===== config.mk =====
export PLATFORM = sky130hd
export DESIGN_NAME = ahb_default_slave_v2
export DESIGN_NICKNAME = d
export VERILOG_FILES = /design/src/rtl/ahb_params_pkg.sv /design/src/rtl/ahb_fault_logger.sv /design/src/rtl/ahb_default_slave_v2.sv
export SDC_FILE = /design/constraint.sdc
export NUM_CORES = 1
export LEC_CHECK = 0
export ABC_AREA = 1
export BUFFER_PORTS_ARGS = -buffer_cell sky130_fd_sc_hd__buf_4
export CORE_MARGIN = 3
export CORE_UTILIZATION = 43
export DETAILED_ROUTE_END_ITERATION = 10
export GPL_ROUTABILITY_DRIVEN = 0
export PLACE_DENSITY_LB_ADDON = 0.08
export SYNTH_ARGS = -nofsm -noshare
export SYNTH_HDL_FRONTEND = slang
export SYNTH_SLANG_ARGS = --single-unit

===== constraint.sdc =====
create_clock -name HCLK -period 1.5 [get_ports HCLK]
set_input_delay 0.075 -clock HCLK [delete_from_list [all_inputs] [get_ports HCLK]]
set_output_delay 0.075 -clock HCLK [all_outputs]
set_load 0.01 [all_outputs]

===== src/rtl/ahb_params_pkg.sv =====
// Shared AHB bus types and default widths, plus the default-slave FSM
// state encoding.
package ahb_params_pkg;

  localparam int DATA_WIDTH    = 32;
  localparam int ADDR_WIDTH    = 32;
  localparam int NO_OF_MASTERS = 4;

  typedef enum logic [1:0] {
    HTRANS_IDLE   = 2'b00,
    HTRANS_BUSY   = 2'b01,
    HTRANS_NONSEQ = 2'b10,
    HTRANS_SEQ    = 2'b11
  } htrans_t;

  typedef enum logic [1:0] {
    HRESP_OKAY  = 2'b00,
    HRESP_ERROR = 2'b01,
    HRESP_RETRY = 2'b10,
    HRESP_SPLIT = 2'b11
  } hresp_t;

  typedef enum logic [1:0] {
    S_IDLE = 2'd0,
    S_WAIT = 2'd1,
    S_ERR1 = 2'd2,
    S_ERR2 = 2'd3
  } dflt_state_t;

  // Width of a master ID; a single-master bus still gets a 1-bit field.
  function automatic int id_width(input int n);
    return (n > 1) ? $clog2(n) : 1;
  endfunction

endpackage


===== src/rtl/ahb_fault_logger.sv =====
// Fault logger: saturating access counter plus first-fault capture of
// address, master and direction. Shared with the APB bridge.
module ahb_fault_logger #(
  parameter int ADDR_WIDTH = 32,
  parameter int ID_WIDTH   = 2,
  parameter int CNT_WIDTH  = 16
) (
  input  logic                  clk,
  input  logic                  rst,
  input  logic                  accept,
  input  logic                  clear,
  input  logic [ADDR_WIDTH-1:0] addr,
  input  logic [ID_WIDTH-1:0]   master,
  input  logic                  write,
  output logic                  err_valid,
  output logic [ADDR_WIDTH-1:0] err_addr,
  output logic [ID_WIDTH-1:0]   err_master,
  output logic                  err_write,
  output logic [CNT_WIDTH-1:0]  err_count
);

  localparam logic [CNT_WIDTH-1:0] CNT_MAX = '1;
  localparam logic [CNT_WIDTH-1:0] CNT_ONE = CNT_WIDTH'(1);

  // A clear in the same cycle as an accept makes this fault the new "first".
  logic capture;
  assign capture = accept && (!err_valid || clear);

  // Counter and valid flag; a coincident accept takes priority over clear.
  always_ff @(posedge clk or posedge rst) begin
    if (rst) begin
      err_count <= '0;
      err_valid <= 1'b0;
    end else if (accept) begin
      err_valid <= 1'b1;
      if (clear) begin
        err_count <= CNT_ONE;
      end else if (err_count != CNT_MAX) begin
        err_count <= err_count + CNT_ONE;
      end
    end else if (clear) begin
      err_count <= '0;
      err_valid <= 1'b0;
    end
  end

  // First-fault capture; clear alone leaves the last capture in place.
  // NOTE: these are plain registers, not a memory, and software reads them,
  // so they get an explicit reset value instead of powering up unknown.
  always_ff @(posedge clk or posedge rst) begin
    if (rst) begin
      err_addr   <= '0;
      err_master <= '0;
      err_write  <= 1'b0;
    end else if (capture) begin
      err_addr   <= addr;
      err_master <= master;
      err_write  <= write;
    end
  end

endmodule


===== src/rtl/ahb_default_slave_v2.sv =====
// AHB default slave: terminates transfers to unmapped space with a two-cycle
// ERROR (or RAZ/WI OKAY), optional wait states, and fault logging.
module ahb_default_slave_v2 #(
  parameter int                                         DATA_WIDTH    = ahb_params_pkg::DATA_WIDTH,
  parameter int                                         ADDR_WIDTH    = ahb_params_pkg::ADDR_WIDTH,
  parameter int                                         NO_OF_MASTERS = ahb_params_pkg::NO_OF_MASTERS,
  parameter int                                         WAIT_STATES   = 0,
  parameter int                                         RESP_MODE     = 0,
  parameter logic [DATA_WIDTH-1:0]                      DEFAULT_RDATA = '0,
  parameter int                                         CNT_WIDTH     = 16
) (
  input  logic                                                HCLK,
  input  logic                                                HRESET,
  input  logic                                                HSEL_DEFAULT,
  input  logic [1:0]                                          HTRANS,
  input  logic [ADDR_WIDTH-1:0]                               HADDR,
  input  logic                                                HWRITE,
  input  logic [ahb_params_pkg::id_width(NO_OF_MASTERS)-1:0]  HMASTER,
  input  logic                                                HREADY,
  output logic [DATA_WIDTH-1:0]                               hrdata_default,
  output logic                                                hready_default,
  output logic [1:0]                                          hresp_default,
  output logic [NO_OF_MASTERS-1:0]                            hsplit_default,
  input  logic                                                err_clear,
  output logic                                                err_valid,
  output logic [ADDR_WIDTH-1:0]                               err_addr,
  output logic [ahb_params_pkg::id_width(NO_OF_MASTERS)-1:0]  err_master,
  output logic                                                err_write,
  output logic [CNT_WIDTH-1:0]                                err_count
);

  import ahb_params_pkg::*;

  localparam int         MASTER_ID_W = id_width(NO_OF_MASTERS);
  localparam bit         HAS_WAIT    = (WAIT_STATES > 0);
  localparam bit         RAZ_MODE    = (RESP_MODE == 1);
  // Wait counter counts down to zero, so W wait cycles load W-1 (W <= 15).
  localparam logic [3:0] WCNT_LOAD   = HAS_WAIT ? 4'(WAIT_STATES - 1) : 4'd0;

  dflt_state_t state, state_nxt;
  logic [3:0]  wcnt, wcnt_nxt;
  htrans_t     htrans;
  logic        accept;

  // Only IDLE and ERR2 drive HREADY high, so only they can sample a new
  // address phase; inputs seen in WAIT/ERR1 are ignored.
  assign htrans = htrans_t'(HTRANS);
  assign accept = ((state == S_IDLE) || (state == S_ERR2)) &&
                  HSEL_DEFAULT && HREADY &&
                  ((htrans == HTRANS_NONSEQ) || (htrans == HTRANS_SEQ));

  // State and wait-counter registers.
  // NOTE: sequential state uses non-blocking assignments so every register
  // samples the pre-edge values, independent of statement order.
  always_ff @(posedge HCLK or posedge HRESET) begin
    if (HRESET) begin
      state <= S_IDLE;
      wcnt  <= '0;
    end else begin
      state <= state_nxt;
      wcnt  <= wcnt_nxt;
    end
  end

  // Next-state and wait-counter update.
  // NOTE: defaults first so every path assigns every output; no latches.
  always_comb begin
    state_nxt = state;
    wcnt_nxt  = wcnt;
    case (state)
      S_IDLE, S_ERR2: begin
        if (accept) begin
          if (HAS_WAIT) begin
            state_nxt = S_WAIT;
            wcnt_nxt  = WCNT_LOAD;
          end else if (RAZ_MODE) begin
            state_nxt = S_IDLE;
          end else begin
            state_nxt = S_ERR1;
          end
        end else begin
          state_nxt = S_IDLE;
        end
      end
      S_WAIT: begin
        if (wcnt == 4'd0) begin
          state_nxt = RAZ_MODE ? S_IDLE : S_ERR1;
        end else begin
          wcnt_nxt = wcnt - 4'd1;
        end
      end
      S_ERR1:  state_nxt = S_ERR2;
      default: state_nxt = S_IDLE;
    endcase
  end

  // Response outputs decode from the state register only.
  assign hready_default = (state == S_IDLE) || (state == S_ERR2);
  assign hresp_default  = ((state == S_ERR1) || (state == S_ERR2)) ? HRESP_ERROR : HRESP_OKAY;
  assign hrdata_default = RAZ_MODE ? DEFAULT_RDATA : '0;
  assign hsplit_default = '0;

  ahb_fault_logger #(
    .ADDR_WIDTH (ADDR_WIDTH),
    .ID_WIDTH   (MASTER_ID_W),
    .CNT_WIDTH  (CNT_WIDTH)
  ) u_fault_logger (
    .clk        (HCLK),
    .rst        (HRESET),
    .accept     (accept),
    .clear      (err_clear),
    .addr       (HADDR),
    .master     (HMASTER),
    .write      (HWRITE),
    .err_valid  (err_valid),
    .err_addr   (err_addr),
    .err_master (err_master),
    .err_write  (err_write),
    .err_count  (err_count)
  );

endmodule


# Yosys cells after proc, flatten, opt, wreduce, memory -nomap -nowiden
# Cells that the tools add are included.
# word_totals
word_cells	43
reg_bits	58
inputBits	42
out_inout_bits	91
# classes
bitwise	1
n_eq_ne	7
mux	10
n_reduce_logical	16
add_sub_neg	2
# op_table
cell	n
$mux 16	4
$add 16x1->16 const B	1
$ne 16x16->1 const B	1
$eq 2x2->1 const B	4
$pmux 2 s3	1
$logic_and 1x1->1	4
$logic_not 4->1	1
$logic_or 1x1->1	4
$mux 2	2
$reduce_and 2->1	2
$reduce_bool 2->1	2
$sub 4x1->4 const B	1
$mux 1	3
$eq 2x1->1 const B	1
$logic_not 2->1	1
$ne 2x2->1 const B	1
$reduce_or 2->1	1
$logic_not 1->1	1
$not 1->1	1

# Logic depth before layout (Yosys ltp)
# Gate-level depths: netlist of the first run.
# logic_depth
depth_word	7
depth_mapped	10

# Modules after synthesis
# Synthesis of the first run repeated with hierarchy kept, for this count alone.
# hier_totals
hier_cells	310
area_unflattened_um2	3001.6
# modules_own_cells
module	n_inst	area_each_um2	seq_area_each_um2	cells_per_inst
ahb_fault_logger	1	2351.0	1301.2	225
ahb_default_slave_v2	1	650.6	150.1	85

# Worst setup path before layout of the first run
# OpenSTA, ideal clock, no wires.
# synth_path
kind	reg-to-reg
startpoint	reg state[0]
endpoint	reg u_fault_logger.err_addr[0]
required_time_ns	1.375
setup_time_ns	0.125
path_buffers	1
arrival_time_ns	1.558
stages_incl_launch_ff	8
synth_period_minus_slack_ns	1.682
slack_ns	-0.182
cell_sequence	dfrtp_1 inv_1 ha_1 nand2_1 nor2_4 nand2_2 buf_4 mux2_2
# synth_via
elab_chain_cells	6
# synth_rtl
element	line_no	text
from (decl)	ahb_default_slave_v2.sv:40	dflt_state_t state, state_nxt;
from (signal assigned)	ahb_default_slave_v2.sv:60	state <= state_nxt;
$eq 2x2->1 or $logic_not 2->1 (tied branches)	n/a	
$logic_or 1x1->1 (*)	n/a	
named net hready_default	ahb_default_slave_v2.sv:21	output logic hready_default,
$logic_and 1x1->1 (*)	ahb_default_slave_v2.sv:48	assign accept = ((state == S_IDLE) || (state == S_ERR2)) &&
$logic_and 1x1->1 (*) (2 in a row)	ahb_default_slave_v2.sv:49	HSEL_DEFAULT && HREADY &&
$logic_and 1x1->1 (*)	ahb_fault_logger.sv:27	assign capture = accept && (!err_valid || clear);
to (signal assigned)	ahb_fault_logger.sv:56	err_addr <= addr;
to (decl)	ahb_fault_logger.sv:16	output logic [ADDR_WIDTH-1:0] err_addr,
# Mark *: on every way through the listed nets, which the timed path passes. The rest lies on a longest branch.
# A chain may end at the register's enable or synchronous reset.

# Worst setup path after layout of the first run
# layout_path
startpoint	reg state[1]
endpoint	reg u_fault_logger.err_addr[0]
# layout_via
elab_chain_cells	6
# layout_rtl
element	line_no
$eq 2x2->1 or $logic_not 2->1 (tied branches)	ahb_default_slave_v2.sv:48
$logic_or 1x1->1 (*)	ahb_default_slave_v2.sv:48
$logic_and 1x1->1 (*)	ahb_default_slave_v2.sv:48
$logic_and 1x1->1 (*) (2 in a row)	ahb_default_slave_v2.sv:49
$logic_and 1x1->1 (*)	ahb_fault_logger.sv:27
# Mark *: on every way between the ends. The rest lies on a longest branch, timed or not.

==> impl_table.tex, run 1 <==
\begin{tabular}{lr}
\hline
Metric & Value \\
\hline
\multicolumn{2}{l}{\textbf{Synthesis}} \\
Async S/R FF share, synth & 100\% \\
Fraction of the yosys area taken by sequential cells & 49.4\% \\
Number of instances in the synthesized netlist & 294 \\
Main flop type after synthesis & dfrtp\_1 \\
Share of Yosys cell area claimed by the top area cell type & 49.4\% \\
Number of unique standard cell types used by synthesis & 29 \\
Number of enable flip-flop cells after synthesis & 0 \\
Yosys top cell by area & dfrtp\_1 \\
Syn Area/Cell & 9.98 µm² \\
Leading post-synthesis cells by cell area & dfrtp\_1, mux2\_2, buf\_4 \\
Summed instance area of the synthesized netlist & 2940 µm² \\
Post-synthesis register bit count & 58 \\
YS warnings & 0 \\
\multicolumn{2}{l}{\textbf{STA}} \\
Count of final max-slew check failures & 0 \\
Final period util & 110\% \\
Minimum period implied by the final worst setup slack & 1.65 ns \\
Total negative slack for setup checks & -4.52 ns \\
Worst-case setup margin in the final layout & -0.146 ns \\
Maximum clock frequency & 608 MHz \\
Final Hold Fails & 0 \\
RSZ-0062 raised after global routing & yes \\
Final Skew & 0.0124 ns \\
Setup-failing EPs final & 38 \\
\multicolumn{2}{l}{\textbf{Pwr}} \\
Maximum resistive drop on vdd & 938 µV \\
Final Power & 6250 µW \\
Leakage power & 0.00225 µW \\
Power per cell area & 1380 nW/µm² \\
\multicolumn{2}{l}{\textbf{Critical path}} \\
CP most frequent cell & nand2\_4 \\
WP data arrival & 1.84 ns \\
Endpoint of the worst register-to-register path & u\_fault\_logger.err\_addr[0] \\
Data required time of the critical path & 1.70 ns \\
Library cell contributing the largest single delay on the critical path & dfrtp\_1 \\
Crit. End Element & flip-flop \\
Crit start category & flip-flop \\
Reg-to-reg slack, setup & -0.15 ns \\
Start of the worst register-to-register path & state[1] \\
Largest stage delay on the critical path & 0.41 ns \\
Worst-path maximum fanout & 18 \\
CP cell instances & ha\_4 -> nand2\_4 -> nor2\_4 -> buf\_6 -> nand2\_4 -> buf\_12 -> mux2\_2 \\
Critical path class & flip-flop to flip-flop \\
Worst-case reg-to-reg path depth & 7 \\
\multicolumn{2}{l}{\textbf{Detailed routing}} \\
Post-route ant nets & 0 \\
Met2 wire len & 3900 µm \\
Met1 WL & 3020 µm \\
Number of detailed-route iterations in the first pass & 4 \\
Routed WL per cell & 13.5 µm \\
DRC violation count after routing & 0 \\
Met3 Wirelength & 394 µm \\
Final routed wirelength across all metal layers & 7360 µm \\
Vias per cell & 4.52 \\
Number of violations reported at the end of detailed-routing iteration 0 & 51 \\
Total number of vias & 2459 \\
Uppermost metal layer occupied by signal nets & met4 \\
\multicolumn{2}{l}{\textbf{Die}} \\
Number of placed I/O pins & 133 \\
Initial cell density of the core & 45.2\% \\
Die width & 88.6 µm \\
Overall die height & 88.6 µm \\
Core Footprint & 6490 µm² \\
Rows & 29 \\
Die area & 7850 µm² \\
\multicolumn{2}{l}{\textbf{Clock network}} \\
CTS tree & built \\
Longest Clk Path Bufs & 2 \\
Inserted Clock Buffers & 9 \\
Master cell of the clock root buffer & clkbuf\_8 \\
Clock sink count & 58 \\
Clock insertion delay at the later pin of the skew report & 0.32 ns \\
Clock slew at reported path FFs & 0.07 ns \\
H-tree depth & 3 \\
\multicolumn{2}{l}{\textbf{Status}} \\
Failing checks & setup timing \\
Status & finished with violations \\
\multicolumn{2}{l}{\textbf{Finish}} \\
Final nets & 509 \\
Number of antenna cells inserted & 0 \\
Fraction of layout instances using a drive strength above 1 & 43.9\% \\
Synthesis-to-layout area growth & 54.3\% \\
\multicolumn{2}{l}{\textbf{Hold path}} \\
Min-Delay Endpoint & u\_fault\_logger.err\_count[0] \\
Worst hold path type & primary input to flip-flop \\
Worst Hold Path Cells & 3 \\
Worst hold path startpoint & err\_clear \\
\multicolumn{2}{l}{\textbf{Global route}} \\
Largest net degree at the start of global routing & 32 \\
Via count of the first global-routing pass & 2450 \\
Global-route wire length before repair & 11400 µm \\
GRT Total Usage & 18.7\% \\
Initial antenna violation count & 0 \\
Overflow left after global routing & 0 \\
\multicolumn{2}{l}{\textbf{Place}} \\
Count of port buffers added during placement & 94 \\
Minimum setup slack after placement & -0.0665 ns \\
Half-perimeter wire length after detailed placement & 5000 µm \\
\multicolumn{2}{l}{\textbf{Job}} \\
Number of max-cap violations & 0 \\
\hline
\end{tabular}
==> logic make-up after synthesis <==
logic type	count (synthesis)	share of synthesized area [%]
simple gates	104	15.4
flops	58	49.4
mux	35	13.4
other cells	1	0.128
fa+ha+maj	5	2.13
buf+inv	61	13.2
compound gates	26	5.07
xor+xnor	4	1.19
==> worst max-delay path by stage <==
stage | startpoint | to | slack [ns] | cells after the start
after global routing | state[0] | u_fault_logger.err_addr[31] | -0.22 | 8
after global placement | state[1] | u_fault_logger.err_count[4] | -0.03 | 7
after detailed placement | state[1] | u_fault_logger.err_count[2] | -0.07 | 7
after floorplan | state[1] | u_fault_logger.err_count[1] | -0.04 | 9
final | state[1] | u_fault_logger.err_addr[0] | -0.15 | 7
after CTS | state[1] | u_fault_logger.err_addr[0] | -0.06 | 6
==> power breakdown <==
group / leakage [µW] / switching [µW] / total [µW] / internal, µW
combinational: 0.00141 / 1020 / 2470 / 1450
clock: 0.000103 / 619 / 1430 / 808
sequential: 0.000737 / 268 / 2350 / 2080
==> through the flow <==
step / area [µm²] / hold WS (ns) / cells / util (%)
3_5_place_dp: 3850 / 0.0402 / 489 / 59.3
4_1_cts: 4450 / 0.0280 / 542 / 68.5
3_3_place_gp: 3850 / 0.0405 / 489 / 59.3
5_1_grt: 4530 / 0.103 / 544 / 69.7
6_report: 4530 / 0.0623 / 544 / 69.7
2_1_floorplan: 3120 / 0.168 / 330 / -
==> placed cells by master (no fill, tap or decap), types with 2 or more instances in the layout <==
master,synthesis,routed
nand2_4,1,5
inv_1,20,16
buf_4,40,121
o21ai_2,1,2
inv_2,0,3
conb_1,1,37
nand4_1,2,2
nor2_2,1,3
nand2_8,0,2
ha_1,5,3
nand2_2,4,2
a21oi_1,3,2
nor2_4,2,3
mux2_2,35,35
o21ai_1,1,2
dfrtp_1,58,58
ha_4,0,2
buf_12,0,3
nand2_1,56,53
dlygate4sd3_1,0,36
nor2_1,22,19
clkinv_2,0,3
clkbuf_8,0,10
xor2_1,3,3
o21ai_0,15,13
nand3_1,11,10
nor3_1,3,2
==> critical path, delay by kind of cell (launching register included) <==
family	cells	cell delay (ns)
mux	1	0.28
fa+ha+maj	1	0.29
buf+inv	2	0.28
simple gates	3	0.26
flops	1	0.41
==> metal layers <==
metal  up-vias  track usage, %
met5         -               0
met4         0            6.32
met3         5            3.54
met2        81            33.6
met1      1152            22.5
li1       1221               -
==> what timing repair did <==
item,CTS,global route
gates cloned,1,0
setup endpoints to repair,52,54
pin swaps,2,3
resized for setup,8,15
hold endpoints to repair,75,0
hold buffers,36,0
setup buffers,0,2
==> state kept, by name, summed over array words and instances (netlist names) <==
register                   count
u_fault_logger.err_master      2
wcnt                           4
u_fault_logger.err_valid       1
u_fault_logger.err_addr       32
state                          2
u_fault_logger.err_count      16
u_fault_logger.err_write       1
==> Yosys cell counts, types with 2 or more instances <==
| cell type | number |
|---|---|
| nand4_1 | 2 |
| o21bai_1 | 2 |
| o21ai_0 | 15 |
| ha_1 | 5 |
| mux2_2 | 35 |
| nor2_1 | 22 |
| nand3_1 | 11 |
| a21oi_1 | 3 |
| inv_1 | 20 |
| dfrtp_1 | 58 |
| buf_4 | 40 |
| nand2_1 | 56 |
| nand2_2 | 4 |
| nor3_1 | 3 |
| nor2_4 | 2 |
| xor2_1 | 3 |
==> final cells by class <==
type | instances | area (µm²)
fillers | 497 | 1970
repair buffers | 161 | 1340
flip-flops and latches | 58 | 1450
clock buffers | 11 | 141
multi-input cells | 212 | 1370
clock inverters | 5 | 53.8
well taps | 77 | 96.3
inverters | 20 | 78.8
(Power assumes the default switching activity.)
==> run 2: changes to the inputs <==
CTS_BUF_LIST = sky130_fd_sc_hd__clkbuf_16   (was unset)
clock period = 1.3 ns   (was 1.5 ns; I/O delays follow)
==> impl_table.tex, run 2 (synthesized netlist as in run 1, its figures left out) <==
\begin{tabular}{lr}
\hline
Metric & Value \\
\hline
\multicolumn{2}{l}{\textbf{Clock network}} \\
Clock slew at reported path FFs & 0.05 ns (-0.02 ns) \\
Clock sink count & 58 (unchanged) \\
Master cell of the clock root buffer & clkbuf\_16 \\
H-tree depth & 3 (unchanged) \\
CTS tree & built \\
Inserted Clock Buffers & 9 (unchanged) \\
Clock insertion delay at the later pin of the skew report & 0.32 ns (about the same) \\
Longest Clk Path Bufs & 2 (unchanged) \\
\multicolumn{2}{l}{\textbf{Pwr}} \\
Part of the power in the clock network & 26.9\% (+4.1 points) \\
Leakage power & 0.00247 µW (+9.8\%) \\
Switching share of power & 28.9\% (-1.7 points) \\
Internal power contribution & 5710 µW (+32\%) \\
Total net switching power & 2320 µW (+21\%) \\
Maximum resistive drop on vdd & 887 µV (-5.4\%) \\
Share of total power in combinational logic & 39.1\% (-0.4 points) \\
Portion of total power attributed to sequential cells & 34.0\% (-3.6 points) \\
Power per cell area & 1620 nW/µm² (+17\%) \\
\multicolumn{2}{l}{\textbf{Finish}} \\
Top Registers & u\_fault\_logger.err\_addr (32), u\_fault\_logger.err\_count (16), wcnt (4) \\
Number of antenna cells inserted & 0 (unchanged) \\
Register containing the most flip-flops in the final layout & u\_fault\_logger.err\_addr \\
Final standard cell count with taps included and fillers excluded & 568 (+4.4\%) \\
Final nets & 534 (+4.9\%) \\
Number of flip-flops in the largest register & 32 (unchanged) \\
Commonest non-fill, non-tap cells in the layout & buf\_4, dfrtp\_1, nand2\_1, conb\_1, dlygate4sd3\_1 \\
Synthesis-to-layout area growth & 69.1\% \\
Most common cell after layout, fill and taps aside & buf\_4 \\
Post-Layout Inst Area & 4960 µm² (+9.6\%) \\
Fraction of layout instances using a drive strength above 1 & 50.9\% (+7.0 points) \\
\multicolumn{2}{l}{\textbf{Detailed routing}} \\
Number of detailed-route iterations in the first pass & 4 (unchanged) \\
Number of violations reported at the end of detailed-routing iteration 0 & 39 (-24\%) \\
Vias per cell & 4.65 (+3.0\%) \\
Final routed wirelength across all metal layers & 7810 µm (+6.2\%) \\
DRC violation count after routing & 0 (unchanged) \\
Post-route ant nets & 0 (unchanged) \\
Total number of vias & 2644 (+7.5\%) \\
Routed WL per cell & 13.8 µm (+1.7\%) \\
\multicolumn{2}{l}{\textbf{Die}} \\
Die area & 7850 µm² (unchanged) \\
Initial cell density of the core & 45.2\% (unchanged) \\
Rows & 29 (unchanged) \\
Number of placed I/O pins & 133 (unchanged) \\
Overall die height & 88.6 µm (unchanged) \\
Die width & 88.6 µm (unchanged) \\
Core Footprint & 6490 µm² (unchanged) \\
\multicolumn{2}{l}{\textbf{STA}} \\
Minimum period implied by the final worst setup slack & 1.59 ns (-0.0526 ns) \\
Count of final max-slew check failures & 0 (unchanged) \\
Final Skew & 0.00687 ns (-0.00558 ns) \\
Setup-failing EPs final & 55 (+45\%) \\
Final period util & 123\% (+13 points) \\
Maximum clock frequency & 628 MHz (+3.3\%) \\
Worst-case setup margin in the final layout & -0.293 ns (-0.147 ns) \\
Final Hold Fails & 0 (unchanged) \\
Total negative slack for setup checks & -13.78 ns (-9.26 ns) \\
RSZ-0062 raised after global routing & yes \\
\multicolumn{2}{l}{\textbf{Place}} \\
Count of port buffers added during placement & 94 (unchanged) \\
Half-perimeter wire length after detailed placement & 5140 µm (+2.9\%) \\
Area after DPL & 3990 µm² (+3.5\%) \\
Number of placed cells counting well taps & 507 (+3.7\%) \\
\multicolumn{2}{l}{\textbf{Hold path}} \\
Worst hold path type & primary input to flip-flop \\
\multicolumn{2}{l}{\textbf{Critical path}} \\
Data required time of the critical path & 1.51 ns (-0.19 ns) \\
CP cell instances & ha\_4 -> nand2\_4 -> nor2\_4 -> buf\_12 -> inv\_8 -> nand2\_8 -> nand2\_8 -> a21o\_2 \\
WP data arrival & 1.80 ns (-0.04 ns) \\
CP most frequent cell & nand2\_8 \\
Crit start category & flip-flop \\
Worst-path maximum fanout & 8 (-10) \\
Critical path class & flip-flop to flip-flop \\
WP buf/inv & 2 (unchanged) \\
Reg-to-reg slack, setup & -0.29 ns (-0.15 ns) \\
Library cell contributing the largest single delay on the critical path & dfrtp\_1 \\
Largest stage delay on the critical path & 0.41 ns (about the same) \\
Crit. End Element & flip-flop \\
CP top delay family & flip-flops \\
\multicolumn{2}{l}{\textbf{Global route}} \\
Largest net degree at the start of global routing & 33 (+3.1\%) \\
Via count of the first global-routing pass & 2664 (+8.7\%) \\
Initial antenna violation count & 0 (unchanged) \\
Overflow left after global routing & 0 (unchanged) \\
Global-route wire length before repair & 12200 µm (+7.0\%) \\
GRT Total Usage & 20.1\% (+1.4 points) \\
\multicolumn{2}{l}{\textbf{Status}} \\
Failing checks & setup timing \\
Status & finished with violations \\
\multicolumn{2}{l}{\textbf{Job}} \\
Number of max-cap violations & 0 (unchanged) \\
\hline
\end{tabular}
## run 2: cell types whose count changed in the layout (fill, tap and decap cells not counted), moves of 3 or more
cell / delta
buf_4: +15
o21ai_0: -9
o21ai_1: +6
buf_6: +10
nand2_1: -14
clkinv_1: +3
clkbuf_16: +9
clkbuf_8: -10
nand2_2: +12
## run 2: worst paths after layout
check	startpoint	to	cells after the start
setup reg to reg	state[1]	u_fault_logger.err_count[2]	8
setup / recovery	state[1]	u_fault_logger.err_count[2]	8
max in group asynchronous	HRESET	u_fault_logger.err_count[13]	4
min in group asynchronous	HRESET	u_fault_logger.err_addr[1]	3
hold / removal	err_clear	u_fault_logger.err_count[0]	3
hold reg to reg	wcnt[1]	wcnt[1]	2
## run 2: final cells by class
class | count | area, µm²
clock buffer | 9 | 225
clock inverter | 6 | 50.0
fill | 439 | 1530
inverter | 20 | 98.8
multi-input combinational | 212 | 1480
sequential | 58 | 1450
tap | 77 | 96.3
timing repair buffer | 186 | 1570
## run 2: metal layers
metal | part of all wire, % | GRT usage (%) | up-vias
met4 | 1.4 | 8.52 | 0
li1 | - | - | 1274
met3 | 5.5 | 3.54 | 12
met2 | 52 | 35.5 | 106
met5 | 0 | 0 | -
met1 | 41 | 24.1 | 1252
## run 2: worst min-delay path: stages
cell	delay, ns
buf_4	0.11
o211ai_1	0.10
o21ai_2	0.07
## run 2: power by group through the flow
stage / Combinational (µW) / Sequential (µW) / Clock, µW
after floorplan: 1110 / 3000 / 0
after global routing: 3380 / 2800 / 2310
after global placement: 2660 / 2720 / 0
after detailed placement: 2730 / 2740 / 0
final: 3140 / 2730 / 2160
after CTS: 3120 / 2720 / 2210
## run 2: timing repair
action | in CTS | in global routing
cloned | 1 | 0
resized for setup | 46 | 25
setup endpoints to repair | 56 | 59
endpoints found under the hold margin | 53 | 0
hold buffers | 36 | 0
setup buffers | 7 | 3
pin swaps | 11 | 19
## run 2: metrics by stage
step           setup WS, ns  util, %  total power (µW)  hold WS [ns]
6_report             -0.293     76.4              8020        0.0606
5_1_grt              -0.358     76.4              8490        0.0689
4_1_cts              -0.254     74.9              8050        0.0440
3_5_place_dp         -0.345     61.4              5470         0.111
3_3_place_gp         -0.264     61.4              5380         0.106
2_1_floorplan        -0.241        -              4110         0.158
==> run 3: changes to the inputs <==
CELL_PAD_IN_SITES_DETAIL_PLACEMENT = 0   (was unset)
CELL_PAD_IN_SITES_GLOBAL_PLACEMENT = 1   (was unset)
CORE_UTILIZATION = 31   (was 43)
==> impl_table.tex, run 3 (synthesized netlist as in run 1, its figures left out) <==
\begin{tabular}{lr}
\hline
Metric & Value \\
\hline
\multicolumn{2}{l}{\textbf{Clock network}} \\
CTS tree & built \\
Clock sink count & 58 (unchanged) \\
Inserted Clock Buffers & 9 (unchanged) \\
Clock insertion delay at the later pin of the skew report & 0.32 ns (about the same) \\
H-tree depth & 3 (unchanged) \\
Master cell of the clock root buffer & clkbuf\_16 \\
Clock slew at reported path FFs & 0.05 ns (about the same) \\
Longest Clk Path Bufs & 2 (unchanged) \\
\multicolumn{2}{l}{\textbf{Global route}} \\
Via count of the first global-routing pass & 2541 (-4.6\%) \\
GRT met2 Usage & 25.7\% (-9.8 points) \\
Routing layer with the top usage in global route & met2 \\
Initial antenna violation count & 0 (unchanged) \\
Global-route wire length before repair & 12000 µm (-1.0\%) \\
Largest net degree at the start of global routing & 59 (+79\%) \\
GRT Total Usage & 14.5\% (-5.6 points) \\
Overflow left after global routing & 0 (unchanged) \\
Met3 GRT Util & 4.29\% (+0.75 points) \\
Global-route met1 utilization & 17.5\% (-6.6 points) \\
\multicolumn{2}{l}{\textbf{Hold path}} \\
Worst hold path startpoint & err\_clear \\
Worst hold path type & primary input to flip-flop \\
\multicolumn{2}{l}{\textbf{Pwr}} \\
Part of the power in the clock network & 30.9\% (+4.0 points) \\
Internal power contribution & 5890 µW (+3.2\%) \\
Leakage power & 0.00246 µW (-0.17\%) \\
Portion of total power attributed to sequential cells & 32.6\% (-1.4 points) \\
Switching share of power & 28.9\% (about the same) \\
Share of total power in combinational logic & 36.5\% (-2.6 points) \\
Total net switching power & 2390 µW (+3.1\%) \\
Maximum resistive drop on vdd & 740 µV (-17\%) \\
Power per cell area & 1660 nW/µm² (+2.7\%) \\
\multicolumn{2}{l}{\textbf{Die}} \\
Rows & 34 (+17\%) \\
Initial cell density of the core & 32.7\% (-12 points) \\
Number of placed I/O pins & 133 (unchanged) \\
Die width & 103 µm (+17\%) \\
Core Footprint & 8980 µm² (+38\%) \\
Die area & 10700 µm² (+36\%) \\
Overall die height & 103 µm (+17\%) \\
\multicolumn{2}{l}{\textbf{Finish}} \\
Commonest non-fill, non-tap cells in the layout & buf\_4, dfrtp\_1, nand2\_1, conb\_1, dlygate4sd3\_1 \\
Most common cell after layout, fill and taps aside & buf\_4 \\
Number of flip-flops in the largest register & 32 (unchanged) \\
Fraction of layout instances using a drive strength above 1 & 49.3\% (-1.6 points) \\
Register containing the most flip-flops in the final layout & u\_fault\_logger.err\_addr \\
Number of antenna cells inserted & 0 (unchanged) \\
Final nets & 535 (+0.19\%) \\
Synthesis-to-layout area growth & 69.9\% \\
Top Registers & u\_fault\_logger.err\_addr (32), u\_fault\_logger.err\_count (16), wcnt (4) \\
\multicolumn{2}{l}{\textbf{Detailed routing}} \\
Total number of vias & 2569 (-2.8\%) \\
Post-route ant nets & 0 (unchanged) \\
Final routed wirelength across all metal layers & 7830 µm (+0.19\%) \\
Number of violations reported at the end of detailed-routing iteration 0 & 60 (+54\%) \\
Vias per cell & 4.15 (-11\%) \\
DRC violation count after routing & 0 (unchanged) \\
Routed WL per cell & 12.6 µm (-8.1\%) \\
Number of detailed-route iterations in the first pass & 4 (unchanged) \\
\multicolumn{2}{l}{\textbf{STA}} \\
Setup-failing EPs final & 56 (+1.8\%) \\
Minimum period implied by the final worst setup slack & 1.56 ns (-0.0319 ns) \\
Worst-case setup margin in the final layout & -0.261 ns (+0.0319 ns) \\
Final Hold Fails & 0 (unchanged) \\
Final period util & 120\% (-2.5 points) \\
Count of final max-slew check failures & 0 (unchanged) \\
Final Skew & 0.00465 ns (-0.00222 ns) \\
Maximum clock frequency & 640 MHz (+2.0\%) \\
Final Hold Slack & 0.0505 ns (-0.0101 ns) \\
RSZ-0062 raised after global routing & yes \\
\multicolumn{2}{l}{\textbf{Status}} \\
Status & finished with violations \\
Failing checks & setup timing \\
\multicolumn{2}{l}{\textbf{Critical path}} \\
Worst-path maximum fanout & 14 (+6) \\
WP data arrival & 1.76 ns (-0.04 ns) \\
Crit. End Element & flip-flop \\
Critical path class & flip-flop to flip-flop \\
Data required time of the critical path & 1.50 ns (about the same) \\
Start point of the critical path & state[1] \\
Crit start category & flip-flop \\
Start of the worst register-to-register path & state[1] \\
\multicolumn{2}{l}{\textbf{Place}} \\
Count of port buffers added during placement & 94 (unchanged) \\
Half-perimeter wire length after detailed placement & 5510 µm (+7.1\%) \\
Minimum setup slack after placement & -0.290 ns (+0.0549 ns) \\
\multicolumn{2}{l}{\textbf{Job}} \\
Number of max-cap violations & 0 (unchanged) \\
\hline
\end{tabular}
## run 3: power by group through the flow
stage,sequential (µW),clock (µW),combinational (µW)
floorplan,3000,0,1110
global placement,2730,0,2720
detailed placement,2730,0,2760
CTS,2700,2640,2920
global route,2780,2710,3290
finish,2700,2560,3020
## run 3: timing repair
action                     CTS  global route
pin swaps                    8             2
hold buffers                36             0
hold endpoints to repair    93             0
buffers inserted             3             3
cloned                       1             0
setup endpoints to repair   55            60
gates resized for setup     16            27
## run 3: final timing paths
kind,end,depth (start not counted),slack (ns)
setup / recovery,u_fault_logger.err_addr[25],6,-0.26
hold / removal,u_fault_logger.err_count[0],3,0.05
setup reg to reg,u_fault_logger.err_addr[25],6,-0.26
hold reg to reg,wcnt[1],2,0.49
max in group asynchronous,u_fault_logger.err_count[7],4,0.64
min in group asynchronous,u_fault_logger.err_addr[24],4,0.38
## run 3: routing by layer
layer,wire length (µm),part of all wire (%),up-vias
met2,4030,51,75
li1,-,-,1277
met5,0,0,-
met3,436,5.6,6
met1,3300,42,1211
met4,58,0.74,0
## run 3: area by class of cell
cell class / count / area, µm²
clock inverter: 7 / 101
fill: 837 / 3990
timing repair buffer: 187 / 1560
clock buffer: 9 / 225
multi-input combinational: 212 / 1410
inverter: 20 / 81.3
tap: 126 / 158
sequential: 58 / 1450
## run 3: metrics by stage
stage	power [µW]	TNS, ns	instances	utilization, %	instance area, µm²
after detailed placement	5490	-12.09	561	45.7	4100
after CTS	8260	-12.31	616	54.3	4880
after global placement	5450	-11.00	561	45.7	4100
after floorplan	4110	-10.51	330	-	3130
final	8280	-11.91	619	55.5	4990
after global routing	8780	-16.64	619	55.5	4990
## run 3: critical path, cell delays in order, from the launching register on
cell     delay, ns
dfrtp_1       0.40
ha_4          0.29
nand2_4       0.04
nor2_4        0.15
nand2_4       0.12
buf_12        0.17
mux2_2        0.27
